`src/rtl/mem_stage.sv`:
```
// mem_stage: RISC-V memory stage that serialises loads/stores onto a byte-wide data bus.
// Latency: non-memory ops pass through combinationally; a memory op occupies N+2 cycles
// (1 IDLE, N ACCESS, 1 DONE) plus any ram_ready wait cycles.
// Backpressure: stallreq_mem holds the pipeline while in IDLE/ACCESS with a memory op;
// ACCESS waits for ram_ready on every byte.
//
// Ports:
//   clk, rst             pipeline clock, synchronous active-high reset
//   mem_wd/wreg/wdata    EX/MEM destination, write enable, ALU result
//   mem_opcode/func3     instruction fields selecting load/store and access size
//   mem_mem_addr         effective byte address; mem_reg2 store data
//   wb_wd/wreg/wdata     results towards MEM/WB
//   stallreq_mem         freeze request to the stall controller
//   ram_*                byte-wide data bus (addr, wdata, we, re, rdata, ready)
//   mem_err              bus-timeout flag (only live with MEM_BUS_TIMEOUT_EN defined)
//
// Optional feature: define MEM_BUS_TIMEOUT_EN to abort an access after 255 cycles
// without ram_ready; otherwise ACCESS waits forever and mem_err is tied low.
module mem_stage (
  input  logic        clk,
  input  logic        rst,
  input  logic [4:0]  mem_wd,
  input  logic        mem_wreg,
  input  logic [31:0] mem_wdata,
  input  logic [6:0]  mem_opcode,
  input  logic [2:0]  mem_func3,
  input  logic [31:0] mem_mem_addr,
  input  logic [31:0] mem_reg2,
  output logic [4:0]  wb_wd,
  output logic        wb_wreg,
  output logic [31:0] wb_wdata,
  output logic        stallreq_mem,
  output logic [31:0] ram_addr,
  output logic [7:0]  ram_wdata,
  output logic        ram_we,
  output logic        ram_re,
  input  logic [7:0]  ram_rdata,
  input  logic        ram_ready,
  output logic        mem_err
);

  typedef enum logic [1:0] {IDLE, ACCESS, DONE} state_t;

  state_t      state_q, state_d;
  logic [1:0]  idx_q, idx_d;
  logic [31:0] buf_q, buf_d;

  logic        is_load, is_store, is_mem, size_ok;
  logic [1:0]  last_idx;
  logic [31:0] load_res;
  logic        timed_out;

  assign is_load  = (mem_opcode == 7'b0000011);
  assign is_store = (mem_opcode == 7'b0100011);
  assign is_mem   = (is_load || is_store) && size_ok;

  // Access size: last byte index is N-1.
  always_comb begin
    size_ok  = 1'b1;
    last_idx = 2'd0;
    case (mem_func3)
      3'b000, 3'b100: last_idx = 2'd0;
      3'b001, 3'b101: last_idx = 2'd1;
      3'b010:         last_idx = 2'd3;
      default:        size_ok  = 1'b0;
    endcase
  end

  // Extension of the assembled little-endian buffer.
  always_comb begin
    load_res = buf_q;
    case (mem_func3)
      3'b000:  load_res = {{24{buf_q[7]}}, buf_q[7:0]};
      3'b001:  load_res = {{16{buf_q[15]}}, buf_q[15:0]};
      3'b100:  load_res = {24'd0, buf_q[7:0]};
      3'b101:  load_res = {16'd0, buf_q[15:0]};
      default: load_res = buf_q;
    endcase
  end

`ifdef MEM_BUS_TIMEOUT_EN
  logic [7:0] cnt_q, cnt_d;
  logic       err_q, err_d;  // set only on the transition into a timed-out DONE
  assign timed_out = err_q;
`else
  assign timed_out = 1'b0;
`endif

  always_comb begin
    state_d      = state_q;
    idx_d        = idx_q;
    buf_d        = buf_q;
`ifdef MEM_BUS_TIMEOUT_EN
    cnt_d        = cnt_q;
    err_d        = 1'b0;
`endif
    wb_wd        = mem_wd;
    wb_wreg      = mem_wreg;
    wb_wdata     = mem_wdata;
    stallreq_mem = 1'b0;
    ram_addr     = 32'd0;
    ram_wdata    = 8'd0;
    ram_we       = 1'b0;
    ram_re       = 1'b0;
    mem_err      = 1'b0;

    case (state_q)
      IDLE: begin
        if (is_mem) begin
          stallreq_mem = 1'b1;
          wb_wreg      = 1'b0;
          wb_wdata     = 32'd0;
          state_d      = ACCESS;
          idx_d        = 2'd0;
          buf_d        = 32'd0;
`ifdef MEM_BUS_TIMEOUT_EN
          cnt_d        = 8'd0;
`endif
        end
      end

      ACCESS: begin
        stallreq_mem = 1'b1;
        wb_wreg      = 1'b0;
        wb_wdata     = 32'd0;
        ram_addr     = mem_mem_addr + {30'd0, idx_q};
        ram_re       = is_load;
        ram_we       = is_store;
        ram_wdata    = is_store ? mem_reg2[{idx_q, 3'b000} +: 8] : 8'd0;
        if (ram_ready) begin
          if (is_load) begin
            buf_d[{idx_q, 3'b000} +: 8] = ram_rdata;
          end
          idx_d = idx_q + 2'd1;
`ifdef MEM_BUS_TIMEOUT_EN
          cnt_d = 8'd0;
`endif
          if (idx_q == last_idx) begin
            state_d = DONE;
          end
        end else begin
`ifdef MEM_BUS_TIMEOUT_EN
          cnt_d = cnt_q + 8'd1;
          // This cycle is the 255th without ready: abandon the access.
          if (cnt_q == 8'd254) begin
            state_d = DONE;
            err_d   = 1'b1;
          end
`endif
        end
      end

      DONE: begin
        state_d = IDLE;
        if (timed_out) begin
          mem_err  = 1'b1;
          wb_wreg  = 1'b0;
          wb_wdata = 32'd0;
        end else if (is_load) begin
          wb_wdata = load_res;
        end else if (is_store) begin
          wb_wreg  = 1'b0;
          wb_wdata = 32'd0;
        end
      end

      default: state_d = IDLE;
    endcase

    // Reset is synchronous, so the state may still be ACCESS while rst is high;
    // quiet the bus and the stall request for that cycle.
    if (rst) begin
      stallreq_mem = 1'b0;
      ram_addr     = 32'd0;
      ram_wdata    = 8'd0;
      ram_we       = 1'b0;
      ram_re       = 1'b0;
      mem_err      = 1'b0;
      wb_wreg      = 1'b0;
    end
  end

  always_ff @(posedge clk) begin
    if (rst) begin
      state_q <= IDLE;
      idx_q   <= 2'd0;
      buf_q   <= 32'd0;
`ifdef MEM_BUS_TIMEOUT_EN
      cnt_q   <= 8'd0;
      err_q   <= 1'b0;
`endif
    end else begin
      state_q <= state_d;
      idx_q   <= idx_d;
      buf_q   <= buf_d;
`ifdef MEM_BUS_TIMEOUT_EN
      cnt_q   <= cnt_d;
      err_q   <= err_d;
`endif
    end
  end

endmodule

```
`config.mk`:
```
export PLATFORM = sky130hd
export DESIGN_NAME = mem_stage
export DESIGN_NICKNAME = d
export VERILOG_FILES = /design/src/rtl/mem_stage.sv
export SDC_FILE = /design/constraint.sdc
export NUM_CORES = 1
export LEC_CHECK = 0
export CAP_MARGIN = 20
export CORE_ASPECT_RATIO = 0.7
export CORE_UTILIZATION = 30
export DETAILED_ROUTE_END_ITERATION = 7
export PLACE_DENSITY = 0.68
export SYNTH_ARGS = -nofsm -noshare
export SYNTH_HDL_FRONTEND = slang
export SYNTH_SLANG_ARGS = --single-unit
```
`constraint.sdc`:
```
create_clock -name clk -period 3.15 [get_ports clk]
set_clock_uncertainty 0.15 [all_clocks]
set_input_delay 0.315 -clock clk [delete_from_list [all_inputs] [get_ports clk]]
set_output_delay 0.315 -clock clk [all_outputs]
set_load 0.005 [all_outputs]
```
==> impl_summary.txt, run 1 <==
----------------------------------------------------
[Status]
  Run status ... complete, no violations

[Placement]
  Port Buffer Count ... 193
  Minimum setup slack after placement ... -0.2799 ns
  DPL Wire Length ... 11.67 mm
  Gpl congestion ... 0.8593
  Number of cells in the design after placement ... 814

[Logic synthesis]
  Area share of the largest cell type after synthesis ... 20.65%
  Share of the yosys chip area belonging to registers ... 20.65%
  Synth warnings ... 0
  Total nets after synthesis ... 593
  Number of cells produced by synthesis ... 463
  Number of library cell types mapped by synthesis ... 52
  Number of flip-flops and latches in the synthesized netlist ... 36
  Post-synth EDFFs ... 0
  Cells taking the most area after synthesis ... sky130_fd_sc_hd__dfxtp_1, sky130_fd_sc_hd__nand4_1, sky130_fd_sc_hd__a21oi_1
  Share of flip-flops with an asynchronous set or reset ... 0%
  Most instantiated flip-flop cell in the synthesis netlist ... sky130_fd_sc_hd__dfxtp_1
  Avg Cell Area, Syn ... 7.537 µm²
  Library cell occupying the most area in the post-synthesis netlist ... sky130_fd_sc_hd__dfxtp_1
  Combined area of all synthesized cells ... 0.003490 mm²

[Finish]
  Final Instance Count excl. Fillers ... 824
  Number of inserted diodes ... 0
  Count of nets after finishing ... 801
  Area grow syn2layout ... 72.36%
  Fraction of final layout cells sized beyond drive strength 1 ... 13.11%
  Filler Cells Inserted ... 1032
  Utilization of the core after routing ... 53.84%

[GRT]
  First-pass GRT wire length ... 22.37 mm
  Maximum number of pins on one net before global-route repair ... 38
  Vias in the first global route ... 4319
  Number of antenna violations at the first check in global routing ... 0
  All-Layer GR Usage ... 23.75%
  Overflow left after global routing ... 0

[Power and ir drop]
  Design Power ... 0.001361 W
  Total leakage power ... 2.230 nW
  Power density relative to cell area ... 226.3 mW/mm²
  Worst vdd rail ir drop ... 0.2454 mV

[Clock network]
  CTS tree ... yes
  Latest clock arrival within the worst-skew pair ... 0.28 ns
  Number of H-tree levels ... 2
  Cts hold-fix bufs ... 0
  Root Buffer Master ... sky130_fd_sc_hd__clkbuf_16
  CTS Buffer Depth ... 2
  Clock-pin slew on the worst setup and hold paths ... 0.05 ns
  Clock sink total ... 36
  Inserted Clock Buffers ... 5

[Timing]
  Slew at the pin with the worst max-slew slack ... 0.9963 ns
  RSZ-0062 raised after global routing ... false
  Endpoints failing setup ... 0
  Final number of max-transition violations ... 0
  Final count of hold timing violations ... 0
  Final period util ... 97.37%
  Achievable clock frequency ... 326.0 MHz
  Post-layout minimum cycle time ... 3.067 ns
  Remaining max-slew budget at the tightest pin ... 33.58%
  Final setup slack of the worst path ... 0.08293 ns

[Floorplan]
  Placement Rows ... 32
  Area enclosed by the die boundary ... 0.01207 mm²
  Initial cell density of the core ... 31.24%
  Die Y ... 92.24 µm
  Placeable core region ... 0.01117 mm²
  Top-Level Pins ... 205
  Die extent in x ... 130.9 µm

[Worst setup path]
  Cells along the critical path ... clkdlybuf4s50_1 -> and3_2 -> or4b_1 -> buf_4 -> or4b_1 -> a21oi_2 -> dlygate4sd2_1
  Endpoint arrival time on the critical path ... 2.60 ns
  CP max stage cell ... sky130_fd_sc_hd__or4b_1
  Largest fanout on the critical path ... 13
  Required time of the worst setup path ... 2.68 ns
  WS Path Type ... in2out
  Crit end category ... primary output
  Source of the worst register-to-register timing path ... idx_q[0]
  Sum of buffers and inverters on the critical path ... 3
  Startpoint types ... input port
  Worst setup startpoint ... mem_mem_addr[13]
  Delay of the slowest cell on the worst path ... 0.50 ns
  Most frequent cell on the critical path ... sky130_fd_sc_hd__or4b_1
  CP delay by family, top ... simple AND/OR/NAND/NOR gates

[Routing]
  Count of antenna-violating nets left after detailed routing ... 0
  # DRC ... 0
  Pre-antenna DRT Iters ... 6
  Routed Wire Length ... 14.61 mm
  Vias per cell ... 5.542
  Number of DRC violations after detailed-routing iteration 0 ... 335
  Average detailed-routed wire length per instance ... 17.73 µm
  Via count ... 4567

[Min path]
  Type of the most critical hold path ... reg2reg
  Hold path start ... buf_q[10]

[Job]
  Max-capacitance violation count ... 0

----------------------------------------------------
==> per-layer routing <==
layer / part of all wire, % / wire (µm) / vias to the layer above / global-route usage [%]
met5: 0 / 0 / - / 0
met1: 48 / 7000 / 2176 / 34.94
met3: 6.0 / 874 / 24 / 2.975
li1: - / - / 2196 / -
met4: 2.0 / 291 / 0 / 5.939
met2: 44 / 6444 / 171 / 36.07
==> kinds of logic after synthesis <==
logic type / after synthesis / share of synthesized area [%]
AO/OA/AOI/OAI: 162 / 29.26
XOR/XNOR: 11 / 2.761
adder cells (fa/ha/maj): 7 / 2.725
buffers and inverters: 54 / 6.777
flip-flops: 36 / 20.65
multiplexers: 11 / 6.024
other: 1 / 0.1075
AND/OR/NAND/NOR: 181 / 31.70
==> worst min-delay path: cells and delay by family, from the launching register on <==
kind               cells  cell delay (ns)
DFF                    1             0.30
AOI/OAI and AO/OA      2             0.13
==> registers in the layout, summed over array words and instances (netlist names) <==
register	cells
state_q	2
idx_q	2
buf_q	32
==> cells in the mapped netlist (3+ instances only) <==
cell type / n
sky130_fd_sc_hd__a21oi_1: 51
sky130_fd_sc_hd__nand4_1: 45
sky130_fd_sc_hd__o21ai_0: 41
sky130_fd_sc_hd__dfxtp_1: 36
sky130_fd_sc_hd__clkbuf_1: 30
sky130_fd_sc_hd__nor2b_1: 25
sky130_fd_sc_hd__nand2_1: 22
sky130_fd_sc_hd__o2bb2ai_1: 20
sky130_fd_sc_hd__nor2_1: 18
sky130_fd_sc_hd__a22o_1: 16
sky130_fd_sc_hd__nand3_1: 11
sky130_fd_sc_hd__o21ai_1: 10
sky130_fd_sc_hd__inv_1: 8
sky130_fd_sc_hd__mux4_2: 8
sky130_fd_sc_hd__or4_1: 8
sky130_fd_sc_hd__xor2_1: 8
sky130_fd_sc_hd__buf_4: 7
sky130_fd_sc_hd__buf_2: 6
sky130_fd_sc_hd__ha_1: 6
sky130_fd_sc_hd__o31ai_1: 6
sky130_fd_sc_hd__and2_1: 5
sky130_fd_sc_hd__and3_1: 5
sky130_fd_sc_hd__and4_1: 5
sky130_fd_sc_hd__nor3_1: 5
sky130_fd_sc_hd__or3_1: 5
sky130_fd_sc_hd__or4b_1: 5
sky130_fd_sc_hd__a2bb2oi_1: 4
sky130_fd_sc_hd__o21a_1: 4
sky130_fd_sc_hd__o41ai_1: 4
sky130_fd_sc_hd__buf_1: 3
sky130_fd_sc_hd__mux2i_1: 3
sky130_fd_sc_hd__nor4_1: 3
sky130_fd_sc_hd__or2_1: 3
sky130_fd_sc_hd__xnor2_1: 3
==> cell type report <==
type | instances | area, µm² | area share [%]
clock buffers | 7 | 152.6 | 2.538
repair buffers | 247 | 2341 | 38.92
multi-input cells | 373 | 2579 | 42.87
well taps | 153 | 191.4 | 3.183
flip-flops and latches | 36 | 720.7 | 11.98
inverters | 8 | 30.03 | 0.4993
==> where the power goes <==
part / switching [W] / internal, W / leakage [nW]
clock: 0.000185 / 0.000332 / 0.0760
combinational: 0.000144 / 0.000244 / 1.86
sequential: 0.000000509 / 0.000456 / 0.290
==> metrics by stage <==
stage / hold slack (ns) / setup TNS (ns) / area, µm²
floorplan: 0.2803 / 0 / 3490
global placement: 0.3133 / -1.656 / 5811
detailed placement: 0.3159 / -2.341 / 5811
CTS: 0.3251 / 0 / 5986
global route: 0.3407 / 0 / 6015
finish: 0.3270 / 0 / 6015
==> what timing repair did <==
action                     4_1_cts  5_1_grt
setup endpoints to repair       14       26
setup buffers                    3        0
pin swaps                        3        0
gates resized for setup         17       16
==> cell usage in the layout, fill, tap and decap left out, types with 6 or more instances in the layout <==
cell type / synthesis / layout
sky130_fd_sc_hd__clkdlybuf4s50_1: 0 / 174
sky130_fd_sc_hd__buf_4: 7 / 53
sky130_fd_sc_hd__a21oi_1: 51 / 49
sky130_fd_sc_hd__nand4_1: 45 / 45
sky130_fd_sc_hd__o21ai_0: 41 / 41
sky130_fd_sc_hd__dfxtp_1: 36 / 36
sky130_fd_sc_hd__nor2b_1: 25 / 25
sky130_fd_sc_hd__nand2_1: 22 / 22
sky130_fd_sc_hd__o2bb2ai_1: 20 / 20
sky130_fd_sc_hd__nor2_1: 18 / 18
sky130_fd_sc_hd__a22o_1: 16 / 16
sky130_fd_sc_hd__dlygate4sd2_1: 0 / 11
sky130_fd_sc_hd__o21ai_1: 10 / 10
sky130_fd_sc_hd__nand3_1: 11 / 10
sky130_fd_sc_hd__inv_1: 8 / 8
sky130_fd_sc_hd__xor2_1: 8 / 8
sky130_fd_sc_hd__mux4_2: 8 / 8
sky130_fd_sc_hd__or4_1: 8 / 7
sky130_fd_sc_hd__o31ai_1: 6 / 6
sky130_fd_sc_hd__dlymetal6s2s_1: 0 / 6
==> path summary, 6_finish.rpt <==
kind / endpoint / slack [ns] / cells past startpoint
worst max-delay path: ram_addr[25] / 0.08 / 7
worst min register to register: buf_q[10] / 0.33 / 2
worst max register to register: buf_q[2] / 0.62 / 6
worst min-delay path: buf_q[10] / 0.33 / 2
No activity file was read; power rests on OpenSTA's default activity.
==> run 2, diff against run 1 <==
--- a/config.mk
+++ b/config.mk
@@ -7,9 +7,11 @@
 export LEC_CHECK = 0
 export CAP_MARGIN = 20
 export CORE_ASPECT_RATIO = 0.7
-export CORE_UTILIZATION = 30
+export CORE_MARGIN = 1.5
+export CORE_UTILIZATION = 39
 export DETAILED_ROUTE_END_ITERATION = 7
-export PLACE_DENSITY = 0.68
+export PLACE_DENSITY = 0.85
+export SKIP_LAST_GASP = 1
 export SYNTH_ARGS = -nofsm -noshare
 export SYNTH_HDL_FRONTEND = slang
 export SYNTH_SLANG_ARGS = --single-unit
==> run 2 against run 1 <==
The flow now finishes with violations (setup timing); non-clock buffer count grew 1; routed wire length grew 0.62%; sequential power is essentially flat; highest routed layer unchanged; power shrank 1.4%; global-route usage grew 5.9 points; register-to-register slack lost 0.15 ns.
==> impl_summary.txt, run 2 (same netlist as run 1, synthesis figures left out) <==
----------------------------------------------------
[Power and ir drop]
  Worst vdd rail ir drop ... 0.3155 mV (+29%)
  Clock share of power ... 36.6% (-1.4 points)
  Internal Dissipation ... 0.0009950 W (-3.6%)
  Reported net switching power ... 0.0003468 W (+5.4%)
  Combinational share of power ... 29.4% (+0.9 points)
  Power share of the sequential group ... 34.0% (+0.5 points)
  Net switching fraction of the power ... 25.85% (+1.7 points)
  Power density relative to cell area ... 223.3 mW/mm² (-1.3%)
  Design Power ... 0.001342 W (-1.4%)
  Total leakage power ... 2.169 nW (-2.7%)

[Status]
  Run status ... finished with violations
  Failing checks ... setup timing

[Placement]
  Gpl congestion ... 0.9199 (+7.1%)
  DPL Wire Length ... 11.23 mm (-3.8%)
  Port Buffer Count ... 193 (unchanged)

[Worst setup path]
  Required time of the worst setup path ... 2.68 ns (about the same)
  Length in cells of the worst reg-to-reg path ... 7 (+1)
  Endpoint arrival time on the critical path ... 2.76 ns (+0.16 ns)
  Cells along the critical path ... clkdlybuf4s50_1 -> ha_1 -> a21o_1 -> and4_2 -> or4b_1 -> a21oi_1 -> clkdlybuf4s50_1
  Most frequent cell on the critical path ... sky130_fd_sc_hd__clkdlybuf4s50_1
  Crit end category ... primary output
  Startpoint types ... input port
  CP max stage cell ... sky130_fd_sc_hd__clkdlybuf4s50_1
  Delay of the slowest cell on the worst path ... 0.53 ns (+0.03 ns)
  Largest fanout on the critical path ... 4 (-9)
  WS Path Type ... in2out

[Routing]
  Vias per cell ... 6.037 (+8.9%)
  Via count ... 4793 (+4.9%)
  Detailed-routed wire length on met3 ... 1.560 mm (+78%)
  Average detailed-routed wire length per instance ... 18.51 µm (+4.4%)
  # DRC ... 0 (unchanged)
  Highest routed metal layer ... met4
  Met1 routed wirelength after detailed routing ... 6.138 mm (-12%)
  Pre-antenna DRT Iters ... 5 (-1)
  Routed Wire Length ... 14.70 mm (+0.62%)
  Wire length on met2 ... 6.771 mm (+5.1%)
  Number of DRC violations after detailed-routing iteration 0 ... 609 (+82%)
  Count of antenna-violating nets left after detailed routing ... 0 (unchanged)

[Floorplan]
  Die extent in x ... 116.1 µm (-11%)
  Placeable core region ... 0.008583 mm² (-23%)
  Top-Level Pins ... 205 (unchanged)
  Placement Rows ... 28 (-13%)
  Initial cell density of the core ... 40.66% (+9.4 points)
  Die Y ... 82.14 µm (-11%)
  Area enclosed by the die boundary ... 0.009533 mm² (-21%)

[Timing]
  Final number of max-transition violations ... 0 (unchanged)
  Final period util ... 102.4% (+5.0 points)
  RSZ-0062 raised after global routing ... true
  Slew at the pin with the worst max-slew slack ... 0.9544 ns (-0.04189 ns)
  Post-route setup TNS ... -0.3459 ns (-0.3459 ns)
  Final count of hold timing violations ... 0 (unchanged)
  Endpoints failing setup ... 8 (+8)
  Final setup slack of the worst path ... -0.07429 ns (-0.1572 ns)
  Post-layout minimum cycle time ... 3.224 ns (+0.1572 ns)
  Achievable clock frequency ... 310.1 MHz (-4.9%)
  Remaining max-slew budget at the tightest pin ... 36.37% (+2.8 points)

[Clock network]
  CTS Buffer Depth ... 2 (unchanged)
  Clock sink total ... 36 (unchanged)
  Clock-pin slew on the worst setup and hold paths ... 0.06 ns (about the same)
  Root Buffer Master ... sky130_fd_sc_hd__clkbuf_16
  Cts hold-fix bufs ... 0 (unchanged)
  Number of H-tree levels ... 2 (unchanged)
  CTS tree ... yes
  Latest clock arrival within the worst-skew pair ... 0.28 ns (about the same)
  Inserted Clock Buffers ... 5 (unchanged)

[Min path]
  Cell depth of the worst min-delay path ... 2 (unchanged)
  Type of the most critical hold path ... reg2reg

[GRT]
  First-pass GRT wire length ... 22.14 mm (-1.0%)
  Vias in the first global route ... 4507 (+4.4%)
  All-Layer GR Usage ... 29.64% (+5.9 points)
  Maximum number of pins on one net before global-route repair ... 38 (unchanged)
  Number of antenna violations at the first check in global routing ... 0 (unchanged)
  Overflow left after global routing ... 0 (unchanged)

[Finish]
  Regs by FF count ... buf_q (32), idx_q (2), state_q (2)
  Reg with most FFs ... buf_q
  Leading cell type in the layout, fill and taps excluded ... sky130_fd_sc_hd__clkdlybuf4s50_1
  Number of flip-flops under the largest register name ... 32 (unchanged)
  Area grow syn2layout ... 72.21% (about the same)
  Most frequent cells in the layout ... sky130_fd_sc_hd__clkdlybuf4s50_1, sky130_fd_sc_hd__buf_4, sky130_fd_sc_hd__a21oi_1, sky130_fd_sc_hd__nand4_1, sky130_fd_sc_hd__o21ai_0
  Filler Cells Inserted ... 665 (-36%)
  Count of nets after finishing ... 803 (+0.25%)
  Fraction of final layout cells sized beyond drive strength 1 ... 14.09% (+0.98 points)
  Number of inserted diodes ... 0 (unchanged)

[Job]
  Max-capacitance violation count ... 0 (unchanged)

----------------------------------------------------
[run 2: worst max-delay path: cells and delay by family]
kind | cells | cell delay, ns
simple gates | 2 | 0.74
buf+inv | 2 | 1.01
compound gates | 2 | 0.37
fa+ha+maj | 1 | 0.31
[run 2: final timing paths]
kind,slack [ns],from,end
worst min register to register,0.33,buf_q[10],buf_q[10]
worst min-delay path,0.33,buf_q[10],buf_q[10]
worst max register to register,0.47,idx_q[0],buf_q[29]
worst max-delay path,-0.07,mem_mem_addr[1],ram_addr[23]
[run 2: layout make-up]
type,instances,area (µm²),share of cell area [%]
multi-input cells,374,2604,43.33
repair buffers,248,2361,39.29
flip-flops and latches,36,720.7,11.99
well taps,120,150.1,2.498
clock buffers,5,125.1,2.082
inverters,8,30.03,0.4997
clock inverters,3,18.77,0.3123
[run 2: what timing repair did]
item                       4_1_cts  5_1_grt
gates resized for setup         12       16
pin swaps                        4        2
setup endpoints to repair       17       28
gates cloned                     1        0
setup buffers                    5        0
hold endpoints to repair         0        0
[run 2: per-layer routing]
metal / up-vias / GRT usage [%]
met5: - / 0
met2: 295 / 50.41
met4: 0 / 7.927
met3: 30 / 5.766
met1: 2257 / 38.77
li1: 2211 / -
[run 2: power by group through the flow]
| stage | combinational (W) | clock [W] | sequential [W] |
|---|---|---|---|
| 6_report | 0.000395 | 0.000491 | 0.000456 |
| 4_1_cts | 0.000389 | 0.000486 | 0.000456 |
| 3_5_place_dp | 0.000384 | 0 | 0.000466 |
| 3_3_place_gp | 0.000374 | 0 | 0.000466 |
| 2_1_floorplan | 0.000119 | 0 | 0.000466 |
| 5_1_grt | 0.000419 | 0.000514 | 0.000456 |
[run 2: metrics by stage]
stage                     utilization (%)  worst slack (ns)  cell area (µm²)  hold slack, ns  instances
after floorplan                         -            0.7258             3490          0.2803        463
after global placement              67.13           -0.1601             5762          0.3116        780
after detailed placement            67.13           -0.2590             5762          0.3164        780
after CTS                           69.58           -0.1101             5972          0.3239        794
after global routing                70.01           -0.1475             6010          0.3506        794
final                               70.01          -0.07429             6010          0.3272        794
==> run 3, diff against run 2 <==
--- a/config.mk
+++ b/config.mk
@@ -11,6 +11,7 @@
 export CORE_UTILIZATION = 39
 export DETAILED_ROUTE_END_ITERATION = 7
 export PLACE_DENSITY = 0.85
+export SETUP_SLACK_MARGIN = 0.15
 export SKIP_LAST_GASP = 1
 export SYNTH_ARGS = -nofsm -noshare
 export SYNTH_HDL_FRONTEND = slang
==> run 3 against run 2 <==
The flow still finishes with violations (setup timing); critical path depth shrank 1; register-to-register slack lost 0.02 ns; flip-flop and latch count is the same; first-iteration DRC count shrank 15%; count of clock-buffer cells in the layout is the same; critical endpoint is now ram_addr[25]; clock power shrank 0.8%; cell area grew 2.6%; power grew 0.15%; routed wire length grew 2.6%; die area is the same; combinational power grew 2%.
==> impl_summary.txt, run 3 (same netlist as run 1, synthesis figures left out) <==
----------------------------------------------------
[Routing]
  # DRC ... 0 (unchanged)
  Average detailed-routed wire length per instance ... 18.81 µm (+1.6%)
  Routed Wire Length ... 15.08 mm (+2.6%)
  Vias per cell ... 6.046 (+0.16%)
  Via count ... 4849 (+1.2%)
  Count of antenna-violating nets left after detailed routing ... 0 (unchanged)
  Pre-antenna DRT Iters ... 5 (unchanged)
  Number of DRC violations after detailed-routing iteration 0 ... 520 (-15%)

[Power and ir drop]
  Power share of the sequential group ... 33.9% (about the same)
  Combinational share of power ... 29.9% (+0.5 points)
  Reported net switching power ... 0.0003474 W (+0.16%)
  Net switching fraction of the power ... 25.85% (about the same)
  Clock share of power ... 36.2% (-0.4 points)
  Internal Dissipation ... 0.0009965 W (+0.15%)
  Worst vdd rail ir drop ... 0.3144 mV (-0.36%)
  Power density relative to cell area ... 217.9 mW/mm² (-2.4%)
  Total leakage power ... 2.323 nW (+7.1%)

[Job]
  Max-capacitance violation count ... 0 (unchanged)

[Timing]
  Final count of hold timing violations ... 0 (unchanged)
  RSZ-0062 raised after global routing ... true
  Achievable clock frequency ... 313.3 MHz (+1.0%)
  Final number of max-transition violations ... 0 (unchanged)
  Remaining max-slew budget at the tightest pin ... 37.59% (+1.2 points)
  Post-layout minimum cycle time ... 3.192 ns (-0.03271 ns)
  Post-route setup TNS ... -0.05103 ns (+0.2948 ns)
  Final period util ... 101.3% (-1.0 points)
  Slew at the pin with the worst max-slew slack ... 0.9361 ns (-0.01826 ns)
  Endpoints failing setup ... 2 (-6)
  Final setup slack of the worst path ... -0.04158 ns (+0.03271 ns)
  Final worst hold slack ... 0.3289 ns (+0.001785 ns)

[Clock network]
  Latest clock arrival within the worst-skew pair ... 0.28 ns (about the same)
  CTS tree ... yes
  Number of H-tree levels ... 2 (unchanged)
  Inserted Clock Buffers ... 5 (unchanged)
  Root Buffer Master ... sky130_fd_sc_hd__clkbuf_16
  Clock sink total ... 36 (unchanged)
  Clock-pin slew on the worst setup and hold paths ... 0.06 ns (about the same)
  CTS Buffer Depth ... 2 (unchanged)

[Finish]
  Sequential standard cell area ... 720.7 µm² (unchanged)
  Count of nets after finishing ... 811 (+1.0%)
  Most frequent cells in the layout ... sky130_fd_sc_hd__clkdlybuf4s50_1, sky130_fd_sc_hd__buf_4, sky130_fd_sc_hd__nand4_1, sky130_fd_sc_hd__a21oi_1, sky130_fd_sc_hd__o21ai_0
  Final non-filler cell area ... 0.006167 mm² (+2.6%)
  Fraction of final layout cells sized beyond drive strength 1 ... 17.89% (+3.8 points)
  Filler Cells Inserted ... 631 (-5.1%)
  Combined area of the multi-input logic cells ... 0.002703 mm² (+3.8%)
  Area grow syn2layout ... 76.73%
  Reg with most FFs ... buf_q
  Number of inserted diodes ... 0 (unchanged)
  Leading cell type in the layout, fill and taps excluded ... sky130_fd_sc_hd__clkdlybuf4s50_1
  Regs by FF count ... buf_q (32), idx_q (2), state_q (2)
  Number of flip-flops under the largest register name ... 32 (unchanged)

[GRT]
  Maximum number of pins on one net before global-route repair ... 38 (unchanged)
  Number of antenna violations at the first check in global routing ... 0 (unchanged)
  Overflow left after global routing ... 0 (unchanged)
  All-Layer GR Usage ... 29.67% (+0.032 points)
  First-pass GRT wire length ... 22.15 mm (about the same)
  Vias in the first global route ... 4533 (+0.58%)

[Worst setup path]
  WS Path Type ... in2out
  CP max stage cell ... sky130_fd_sc_hd__or4b_4
  Largest fanout on the critical path ... 4 (unchanged)
  Required time of the worst setup path ... 2.68 ns (about the same)
  Endpoint arrival time on the critical path ... 2.73 ns (-0.03 ns)
  Cells along the critical path ... clkdlybuf4s50_1 -> and3_4 -> or4b_4 -> or4b_4 -> a21oi_2 -> clkdlybuf4s50_1
  Startpoint types ... input port
  Crit end category ... primary output
  Delay of the slowest cell on the worst path ... 0.51 ns (-0.02 ns)

[Status]
  Failing checks ... setup timing
  Run status ... finished with violations

[Floorplan]
  Top-Level Pins ... 205 (unchanged)
  Placement Rows ... 28 (unchanged)
  Die extent in x ... 116.1 µm (unchanged)
  Placeable core region ... 0.008583 mm² (unchanged)
  Initial cell density of the core ... 40.66% (unchanged)
  Die Y ... 82.14 µm (unchanged)
  Area enclosed by the die boundary ... 0.009533 mm² (unchanged)

[Placement]
  Gpl congestion ... 0.9199 (unchanged)
  DPL Wire Length ... 11.23 mm (unchanged)
  Placed Area ... 0.005762 mm² (unchanged)
  Minimum setup slack after placement ... -0.2590 ns (unchanged)
  Port Buffer Count ... 193 (unchanged)

[Min path]
  Type of the most critical hold path ... reg2reg

----------------------------------------------------
run 3: what timing repair did:
action,in CTS,in global routing
hold buffers,0,0
setup buffers,7,6
pin swaps,9,8
gates resized for setup,36,40
cloned,1,0
setup endpoints to repair,38,51
run 3: power by group through the flow:
stage               Clock [W]  Sequential, W  Combinational [W]
detailed placement          0       0.000466           0.000384
global route         0.000514       0.000456           0.000425
global placement            0       0.000466           0.000374
CTS                  0.000486       0.000456           0.000390
finish               0.000487       0.000456           0.000401
floorplan                   0       0.000466           0.000119
run 3: final cells by class:
| cell class | count | area share (%) |
|---|---|---|
| inverters | 8 | 0.4869 |
| well taps | 120 | 2.435 |
| repair buffers | 256 | 39.24 |
| flip-flops and latches | 36 | 11.69 |
| multi-input cells | 374 | 43.82 |
| clock buffers | 5 | 2.029 |
| clock inverters | 3 | 0.3043 |
run 3: critical path, delay by kind of cell:
| family | cells | cell delay, ns |
|---|---|---|
| AO/OA/AOI/OAI | 1 | 0.17 |
| buffers and inverters | 2 | 1.01 |
| AND/OR/NAND/NOR | 3 | 1.23 |
run 3: layer usage:
| layer | wire, µm | GRT usage (%) |
|---|---|---|
| met1 | 6187 | 38.37 |
| met5 | 0 | 0 |
| met2 | 6990 | 50.53 |
| met3 | 1571 | 6.350 |
| met4 | 334 | 8.049 |
run 3: worst paths after layout:
| check | startpoint | cells after the start | end | slack (ns) |
|---|---|---|---|---|
| setup reg to reg | idx_q[0] | 7 | buf_q[29] | 0.45 |
| setup / recovery | mem_mem_addr[12] | 6 | ram_addr[25] | -0.04 |
| hold reg to reg | buf_q[10] | 2 | buf_q[10] | 0.33 |
| hold / removal | buf_q[10] | 2 | buf_q[10] | 0.33 |
run 3: per-stage QoR:
step                util (%)  total power, W  std cells
floorplan                  -       0.0005842        463
global placement       67.13       0.0008398        780
detailed placement     67.13       0.0008502        780
CTS                    69.91        0.001332        796
global route           71.85        0.001395        802
finish                 71.85        0.001344        802
